**src/rtl/spi_master_ctrl.sv**
```systemverilog
// Tester-side SPI master: shifts out a CMD_W-bit command MSB first, then clocks
// back an RSP_W-bit response and presents it with a one-cycle done pulse.
module spi_master_ctrl #(
  parameter int HALF_DIV = 4,
  parameter int CMD_W    = 8,
  parameter int RSP_W    = 24
) (
  input  logic             sclk,
  input  logic             reset_n,
  input  logic             start,
  input  logic [CMD_W-1:0] cmd_in,
  output logic             busy,
  output logic             done,
  output logic [RSP_W-1:0] rsp_data,
  output logic             spi_clk,
  output logic             mosi,
  input  logic             miso,
  output logic             cs_n
);

  localparam int TOT = CMD_W + RSP_W;
  localparam int NW  = $clog2(TOT + 1);
  localparam logic [7:0]    HC_LAST = 8'(HALF_DIV - 1);
  localparam logic [NW-1:0] N_CMD   = NW'(CMD_W);
  localparam logic [NW-1:0] N_TOT   = NW'(TOT);

  typedef enum logic [2:0] {IDLE, SETUP, HIGH, LOW, HOLD, GAP} state_t;

  state_t             state_q, state_d;
  logic [7:0]         hc_q, hc_d;
  logic [NW-1:0]      n_q, n_d;
  logic [CMD_W-2:0]   cmd_sh_q, cmd_sh_d;
  logic [RSP_W-1:0]   rsp_sh_q, rsp_sh_d;
  logic [RSP_W-1:0]   rsp_data_q, rsp_data_d;
  logic               busy_q, busy_d;
  logic               done_q, done_d;
  logic               spi_clk_q, spi_clk_d;
  logic               mosi_q, mosi_d;
  logic               cs_n_q, cs_n_d;
  logic               hc_end;

  assign hc_end = (hc_q == HC_LAST);

  always_ff @(posedge sclk or negedge reset_n) begin
    if (!reset_n) begin
      state_q    <= IDLE;
      hc_q       <= '0;
      n_q        <= '0;
      cmd_sh_q   <= '0;
      rsp_sh_q   <= '0;
      rsp_data_q <= '0;
      busy_q     <= 1'b0;
      done_q     <= 1'b0;
      spi_clk_q  <= 1'b0;
      mosi_q     <= 1'b0;
      cs_n_q     <= 1'b1;
    end else begin
      state_q    <= state_d;
      hc_q       <= hc_d;
      n_q        <= n_d;
      cmd_sh_q   <= cmd_sh_d;
      rsp_sh_q   <= rsp_sh_d;
      rsp_data_q <= rsp_data_d;
      busy_q     <= busy_d;
      done_q     <= done_d;
      spi_clk_q  <= spi_clk_d;
      mosi_q     <= mosi_d;
      cs_n_q     <= cs_n_d;
    end
  end

  always_comb begin
    state_d    = state_q;
    hc_d       = hc_end ? 8'd0 : hc_q + 8'd1;
    n_d        = n_q;
    cmd_sh_d   = cmd_sh_q;
    rsp_sh_d   = rsp_sh_q;
    rsp_data_d = rsp_data_q;
    busy_d     = busy_q;
    done_d     = 1'b0;
    spi_clk_d  = spi_clk_q;
    mosi_d     = mosi_q;
    cs_n_d     = cs_n_q;
    unique case (state_q)
      IDLE: begin
        hc_d = 8'd0;
        // A start coinciding with done is deferred by one cycle.
        if (start && !done_q) begin
          cmd_sh_d = cmd_in[CMD_W-2:0];
          mosi_d   = cmd_in[CMD_W-1];
          cs_n_d   = 1'b0;
          busy_d   = 1'b1;
          state_d  = SETUP;
        end
      end
      SETUP: begin
        if (hc_end) begin
          spi_clk_d = 1'b1;
          n_d       = NW'(1);
          state_d   = HIGH;
        end
      end
      HIGH: begin
        if (hc_end) begin
          spi_clk_d = 1'b0;
          state_d   = LOW;
          if (n_q < N_CMD) begin
            mosi_d   = cmd_sh_q[CMD_W-2];
            cmd_sh_d = cmd_sh_q << 1;
          end else begin
            mosi_d = 1'b0;
          end
          // Response bits are sampled on falls, a half-period after the slave shifts.
          if (n_q > N_CMD) begin
            rsp_sh_d = {rsp_sh_q[RSP_W-2:0], miso};
          end
        end
      end
      LOW: begin
        if (hc_end) begin
          if (n_q == N_TOT) begin
            state_d = HOLD;
          end else begin
            spi_clk_d = 1'b1;
            n_d       = n_q + NW'(1);
            state_d   = HIGH;
          end
        end
      end
      HOLD: begin
        if (hc_end) begin
          cs_n_d  = 1'b1;
          state_d = GAP;
        end
      end
      GAP: begin
        if (hc_end) begin
          rsp_data_d = rsp_sh_q;
          done_d     = 1'b1;
          busy_d     = 1'b0;
          n_d        = '0;
          state_d    = IDLE;
        end
      end
      default: state_d = IDLE;
    endcase
  end

  assign busy     = busy_q;
  assign done     = done_q;
  assign rsp_data = rsp_data_q;
  assign spi_clk  = spi_clk_q;
  assign mosi     = mosi_q;
  assign cs_n     = cs_n_q;

endmodule

```
**config.mk**
```make
export PLATFORM = sky130hd
export DESIGN_NAME = spi_master_ctrl
export DESIGN_NICKNAME = d
export VERILOG_FILES = /design/src/rtl/spi_master_ctrl.sv
export SDC_FILE = /design/constraint.sdc
export NUM_CORES = 1
export LEC_CHECK = 0
export CAP_MARGIN = 10
export CORE_MARGIN = 2
export CORE_UTILIZATION = 45
export CTS_CLUSTER_SIZE = 25
export DETAILED_ROUTE_END_ITERATION = 7
export PLACE_DENSITY = 0.65
export REMOVE_ABC_BUFFERS = 1
export SLEW_MARGIN = 20
export SYNTH_ARGS = -nofsm -noshare
export SYNTH_HDL_FRONTEND = slang
export SYNTH_SLANG_ARGS = --single-unit
```
**constraint.sdc**
```tcl
create_clock -name sclk -period 3.05 [get_ports sclk]
set_clock_uncertainty 0.15 [all_clocks]
set_input_delay 0.61 -clock sclk [delete_from_list [all_inputs] [get_ports sclk]]
set_output_delay 0.61 -clock sclk [all_outputs]
set_load 0.005 [all_outputs]
```
==> results of run 1 <==
[layer usage]
metal / share of wire / vias up
li1: - / 1012
met1: 0.52 / 1046
met2: 0.42 / 46
met3: 0.048 / 9
met4: 0.015 / 0
met5: 0 / -
[synthesized netlist by cell type, types with 2 or more instances]
library cell and number:
a31oi_1 5, mux2_1 2, buf_6 4, and2_1 2, xnor2_1 4, mux2_2 14, dfrtp_1 76, a21oi_1 9
nor2_1 14, nand3_1 4, inv_1 5, a41oi_1 4, mux2_4 38, nand2_1 24, buf_2 2, clkbuf_1 2
nor2b_1 4, and3_1 3, a211oi_1 2, xor2_1 2, ha_1 3, nor3_1 5, nand2b_1 6, o21ai_0 3
[state kept, by name (all words and copies together), names as in the netlist]
name and count:
state_q 3, rsp_data 24, mosi 1, hc_q 8
n_q 6, cmd_sh_q 7, spi_clk 1, busy 1
cs_n 1, done 1, rsp_sh_q 24
[power by group]
part | switching [mW] | internal [mW] | leakage (nW)
combinational | 0.363 | 0.319 | 0.857
sequential | 0.132 | 1.15 | 1.03
clock | 0.371 | 0.373 | 0.0950
total | 0.867 | 1.85 | 1.98
[per-stage QoR]
stage	cell area, sq um	hold WS [ns]	util	setup slack (ns)	total power, mW
2_1_floorplan	3430	0.164	-	0.317	1.79
4_1_cts	4190	0.298	0.547	0.655	2.75
5_1_grt	4190	0.350	0.547	0.481	2.90
6_report	4190	0.272	0.547	0.680	2.71
3_3_place_gp	4000	0.322	0.523	0.426	1.98
3_5_place_dp	4000	0.329	0.523	0.396	2.00
[area by class of cell]
type / count / area [sq um] / share of cell area
inverters: 5 / 18.8 / 0.00448
repair buffers: 45 / 435 / 0.104
multi-input cells: 169 / 1490 / 0.355
flip-flops and latches: 77 / 1930 / 0.461
clock buffers: 9 / 124 / 0.0296
clock inverters: 6 / 65.1 / 0.0155
well taps: 102 / 128 / 0.0305
[logic make-up after synthesis]
family	after synthesis
AO/OA/AOI/OAI	33
XOR/XNOR	6
adder cells (fa/ha/maj)	3
buffers and inverters	14
flip-flops	77
multiplexers	55
AND/OR/NAND/NOR	72
[worst max-delay path by stage]
| stage | to | slack (ns) | depth (start not counted) |
|---|---|---|---|
| after floorplan | rsp_sh_q[15] | 0.32 | 5 |
| after global placement | cmd_sh_q[4] | 0.43 | 5 |
| after detailed placement | cmd_sh_q[4] | 0.40 | 5 |
| after CTS | rsp_sh_q[15] | 0.66 | 6 |
| after global routing | rsp_sh_q[15] | 0.48 | 6 |
| final | rsp_sh_q[15] | 0.68 | 6 |
[placed cells by master, fill, tap and decap left out, types with 6 or more instances in the layout]
| master | n |
|---|---|
| mux2_2 | 14 |
| buf_4 | 6 |
| nor2_1 | 14 |
| dfrtp_1 | 76 |
| a21oi_1 | 9 |
| clkbuf_8 | 9 |
| clkdlybuf4s50_1 | 39 |
| mux2_4 | 38 |
| nand2_1 | 24 |
| nand2b_1 | 6 |
==> out/qor.yml, run 1 <==
status: "finished clean"
instances_no_fill: 413
holdBufCountCts: 0
synthXorXnorAreaFrac: 0.0150
tritoncts: "built"
synthSimpleGateAreaFrac: 0.114
vias_per_cell: 5.12
cts-root-buf: "clkbuf_8"
synth_top_area_frac: 0.543
path_buf_inv: 1
critPathSlowestCell: "nor4b_4"
cts-resized-gates: 0
grt_max_degree: 78
ioPinCount: 41
drt_wl_total_mm: 6.09
hold_viol: 0
grt_pass1_wl_mm: 10.4
grtUsageTotal: 0.155
worst_setup_path_start_kind: "register"
grt_antenna_before_repair: 0
dieArea_sq_um: 8510
fillers: 643
core_area_sq_um: 7650
startpoint: "hc_q[0]"
globalplace.congestion: 0.758
slew_headroom: 0.367
drv_slew: 0
synth_area_sq_um: 3500
leakagePower_nw: 1.98
timing.max_cap.violations: 0
num_antenna_cells: 0
postSynth.asyncResetShare: 1.00
synth-edff-count: 0
rr_endpoint: "rsp_sh_q[15]"
nets: 322
period_minus_slack_ns: 2.37
htree_levels: 3
ys_ff_latch: 77
dr.first_iter.drc_count: 112
slowest_delay_ns: 0.46
yosys-top-cells-area: "dfrtp_1 54%, mux2_4 16%, mux2_2 4.5%"
wl_per_cell_um: 14.8
dpl.hpwl_mm: 3.79
yosys.area.top_type: "dfrtp_1"
firstDrtPassIters: 4
arrival_ns: 2.45
drive_gt1_frac: 0.264
cts_inserted_buffers: 9
rows: 32
ys_seq_area_frac: 0.550
start_util: 0.458
area_delta_synth_final_pct: 19.5
dp_cells: 398
max_freq_ghz: 0.422
cts_buffer_depth: 2
clk_pin_slew_worst_paths_ns: 0.08
synth_top_family_by_area: "multiplexers"
die_y_um: 92.2
drc_errors: 0
met3_usage: 0.0435
postCtsSetupBuffers: 0
ant_nets: 0
synthFlopType: "dfrtp_1"
vias: 2113
cp-end-kind: "register"
critPathMaxFanout: 14
crit_required_ns: 3.13
synthMuxAreaShare: 0.217
crit_chain: "ha_1, nor4b_4, nand2_4, nor3_4, buf_4, mux2_2"
io_buffers: 40
irDropWorstVdd_uv: 287
grt_util_met2: 0.209
worst_slew_pin_slew_ns: 0.950
yosysUniqueCellTypes: 47
dieWidth_um: 92.2
worstReg2RegStart: "hc_q[0]"
clock_latency_ns: 0.34
yosysWarnings: 0
met1_usage: 0.230
fin_crit_sh: 0.777
rrSetupSlack_ns: 0.68
synth_compound_area_frac: 0.0679
netlist_instances: 260
setup_violations: 0
postSynthAreaPerCell_sq_um: 13.5
r2r_cells: 6
fin_setup_tns_ns: 0
overflow: 0
clock_sinks: 77
crit_family: "simple AND/OR/NAND/NOR gates"
synth_fa_ha_area_frac: 0.0107
hold_path_class: "input pin to async pin"
path_class: "register to register"
busiest_layer: "met1"
grt_pass1_vias: 2110
power.density_nw_per_um2: 648
rsz0062_at_grt: "no"
No activity file was read; power rests on OpenSTA's default activity.
==> inputs of run 2 (changes only) <==
Clock period 3.05 ns to 2.3 ns, I/O delays scaled along.
==> out/qor.yml, run 2 (synthesis results as in run 1) <==
timing.max_cap.violations: 0  # unchanged
hold_path_class: "register to register"  # was input pin to async pin
rr_endpoint: "cmd_sh_q[3]"  # was rsp_sh_q[15]
layout_commonest_cell: "dfrtp_1"  # unchanged
drive_gt1_frac: 0.294  # was 0.264
fillers: 621  # was 643
leakagePower_nw: 2.06  # was 1.98 nW
rrSetupSlack_ns: 0.18  # was 0.68 ns
irDropWorstVdd_uv: 390  # was 287 uV
globalplace.congestion: 0.795  # was 0.758
layout_common_cells: "76 x dfrtp_1, 39 x clkdlybuf4s50_1, 38 x mux2_4"  # unchanged
startpoint: "hc_q[0]"  # unchanged
grt_pass1_wl_mm: 10.9  # was 10.4 mm
postCtsSetupBuffers: 0  # unchanged
period_minus_slack_ns: 2.12  # was 2.37 ns
path_class: "register to register"  # unchanged
status: "finished clean"  # unchanged
setup_violations: 0  # unchanged
drv_slew: 0  # unchanged
grt_pass1_vias: 2260  # was 2,110
cts_buffer_depth: 2  # unchanged
cts_inserted_buffers: 9  # unchanged
vias_per_cell: 5.09  # was 5.12
grtUsageTotal: 0.162  # was 0.155
arrival_ns: 2.20  # was 2.45 ns
vias: 2178  # was 2,113
io_buffers: 40  # unchanged
dieArea_sq_um: 8510  # unchanged
die_y_um: 92.2  # unchanged
overflow: 0  # unchanged
start_util: 0.458  # unchanged
area_delta_synth_final_pct: 24.0  # was 19.5%
clock_sinks: 77  # unchanged
dr.first_iter.drc_count: 94  # was 112
rows: 32  # unchanged
hold_viol: 0  # unchanged
cp-end-kind: "register"  # unchanged
dpl.hpwl_mm: 4.21  # was 3.79 mm
drc_errors: 0  # unchanged
worstReg2RegStart: "hc_q[0]"  # unchanged
cts-root-buf: "clkbuf_8"  # unchanged
critPathMaxFanout: 7  # was 14
htree_levels: 3  # unchanged
ioPinCount: 41  # unchanged
fin_setup_tns_ns: 0  # unchanged
tritoncts: "built"  # unchanged
grt_antenna_before_repair: 0  # unchanged
wl_per_cell_um: 14.8  # about the same
drt_wl_total_mm: 6.32  # was 6.09 mm
worst_slew_pin_slew_ns: 0.451  # was 0.950 ns
num_antenna_cells: 0  # unchanged
clock_latency_ns: 0.34  # about the same
power.density_nw_per_um2: 895  # was 648 nW/um^2
rsz0062_at_grt: "no"  # unchanged
core_area_sq_um: 7650  # unchanged
grt_max_degree: 35  # was 78
critPathCapture: "cmd_sh_q[3]"  # was rsp_sh_q[15]
dieWidth_um: 92.2  # unchanged
slew_headroom: 0.699  # was 0.367
total_power_mw: 3.89  # was 2.71 mW
fin_crit_sh: 0.922  # was 0.777
worst_setup_path_start_kind: "register"  # unchanged
clk_pin_slew_worst_paths_ns: 0.08  # about the same
crit_required_ns: 2.38  # was 3.13 ns
nets: 336  # was 322
ant_nets: 0  # unchanged
r2r_cells: 6  # unchanged
max_freq_ghz: 0.472  # was 0.422 GHz
firstDrtPassIters: 4  # unchanged
## run 2: final cells by class
type	count	area, sq um	area share
sequential	77	1930	0.444
tap	102	128	0.0294
multi-input combinational	169	1490	0.344
clock buffer	9	124	0.0285
inverter	5	18.8	0.00432
clock inverter	7	97.6	0.0225
timing repair buffer	59	556	0.128
## run 2: timing repair
item	CTS	global route
endpoints found under the hold margin	31	0
gates resized for setup	0	1
hold buffers	1	0
setup endpoints to repair	0	6
## run 2: worst min path at each step
stage            start      end  slack, ns  cells after the start
2_1_floorplan  reset_n     busy       0.01                      0
3_3_place_gp   reset_n     mosi       0.29                      1
3_5_place_dp   reset_n     mosi       0.29                      1
4_1_cts        hc_q[0]  hc_q[0]       0.35                      1
5_1_grt           mosi     mosi       0.38                      1
6_report       hc_q[0]  hc_q[0]       0.34                      1
## run 2: power by group
part	internal (mW)	switching [mW]
clock	0.616	0.509
sequential	1.53	0.135
combinational	0.536	0.564
## run 2: layer usage
layer	vias to the layer above	part of all wire	track usage
met5	-	0	0
met4	0	0.013	0.0634
met3	8	0.055	0.0427
met2	54	0.43	0.239
met1	1075	0.50	0.229
li1	1041	-	-
## run 2: worst max-delay path, stage by stage, from the launching register on
cell and delay, ns:
dfrtp_1 0.39, ha_1 0.20, nor4b_4 0.29, buf_4 0.20, nand3_1 0.11, a21oi_4 0.30
mux2_2 0.37
## run 2: per-stage QoR
step	util	instances	instance area (sq um)	hold slack, ns	worst slack (ns)
detailed placement	0.537	411	4110	0.286	0.0276
global route	0.568	428	4350	0.378	0.0189
floorplan	-	251	3430	0.0144	-0.433
global placement	0.537	411	4110	0.286	0.0517
finish	0.568	428	4350	0.340	0.179
CTS	0.567	428	4340	0.347	0.111
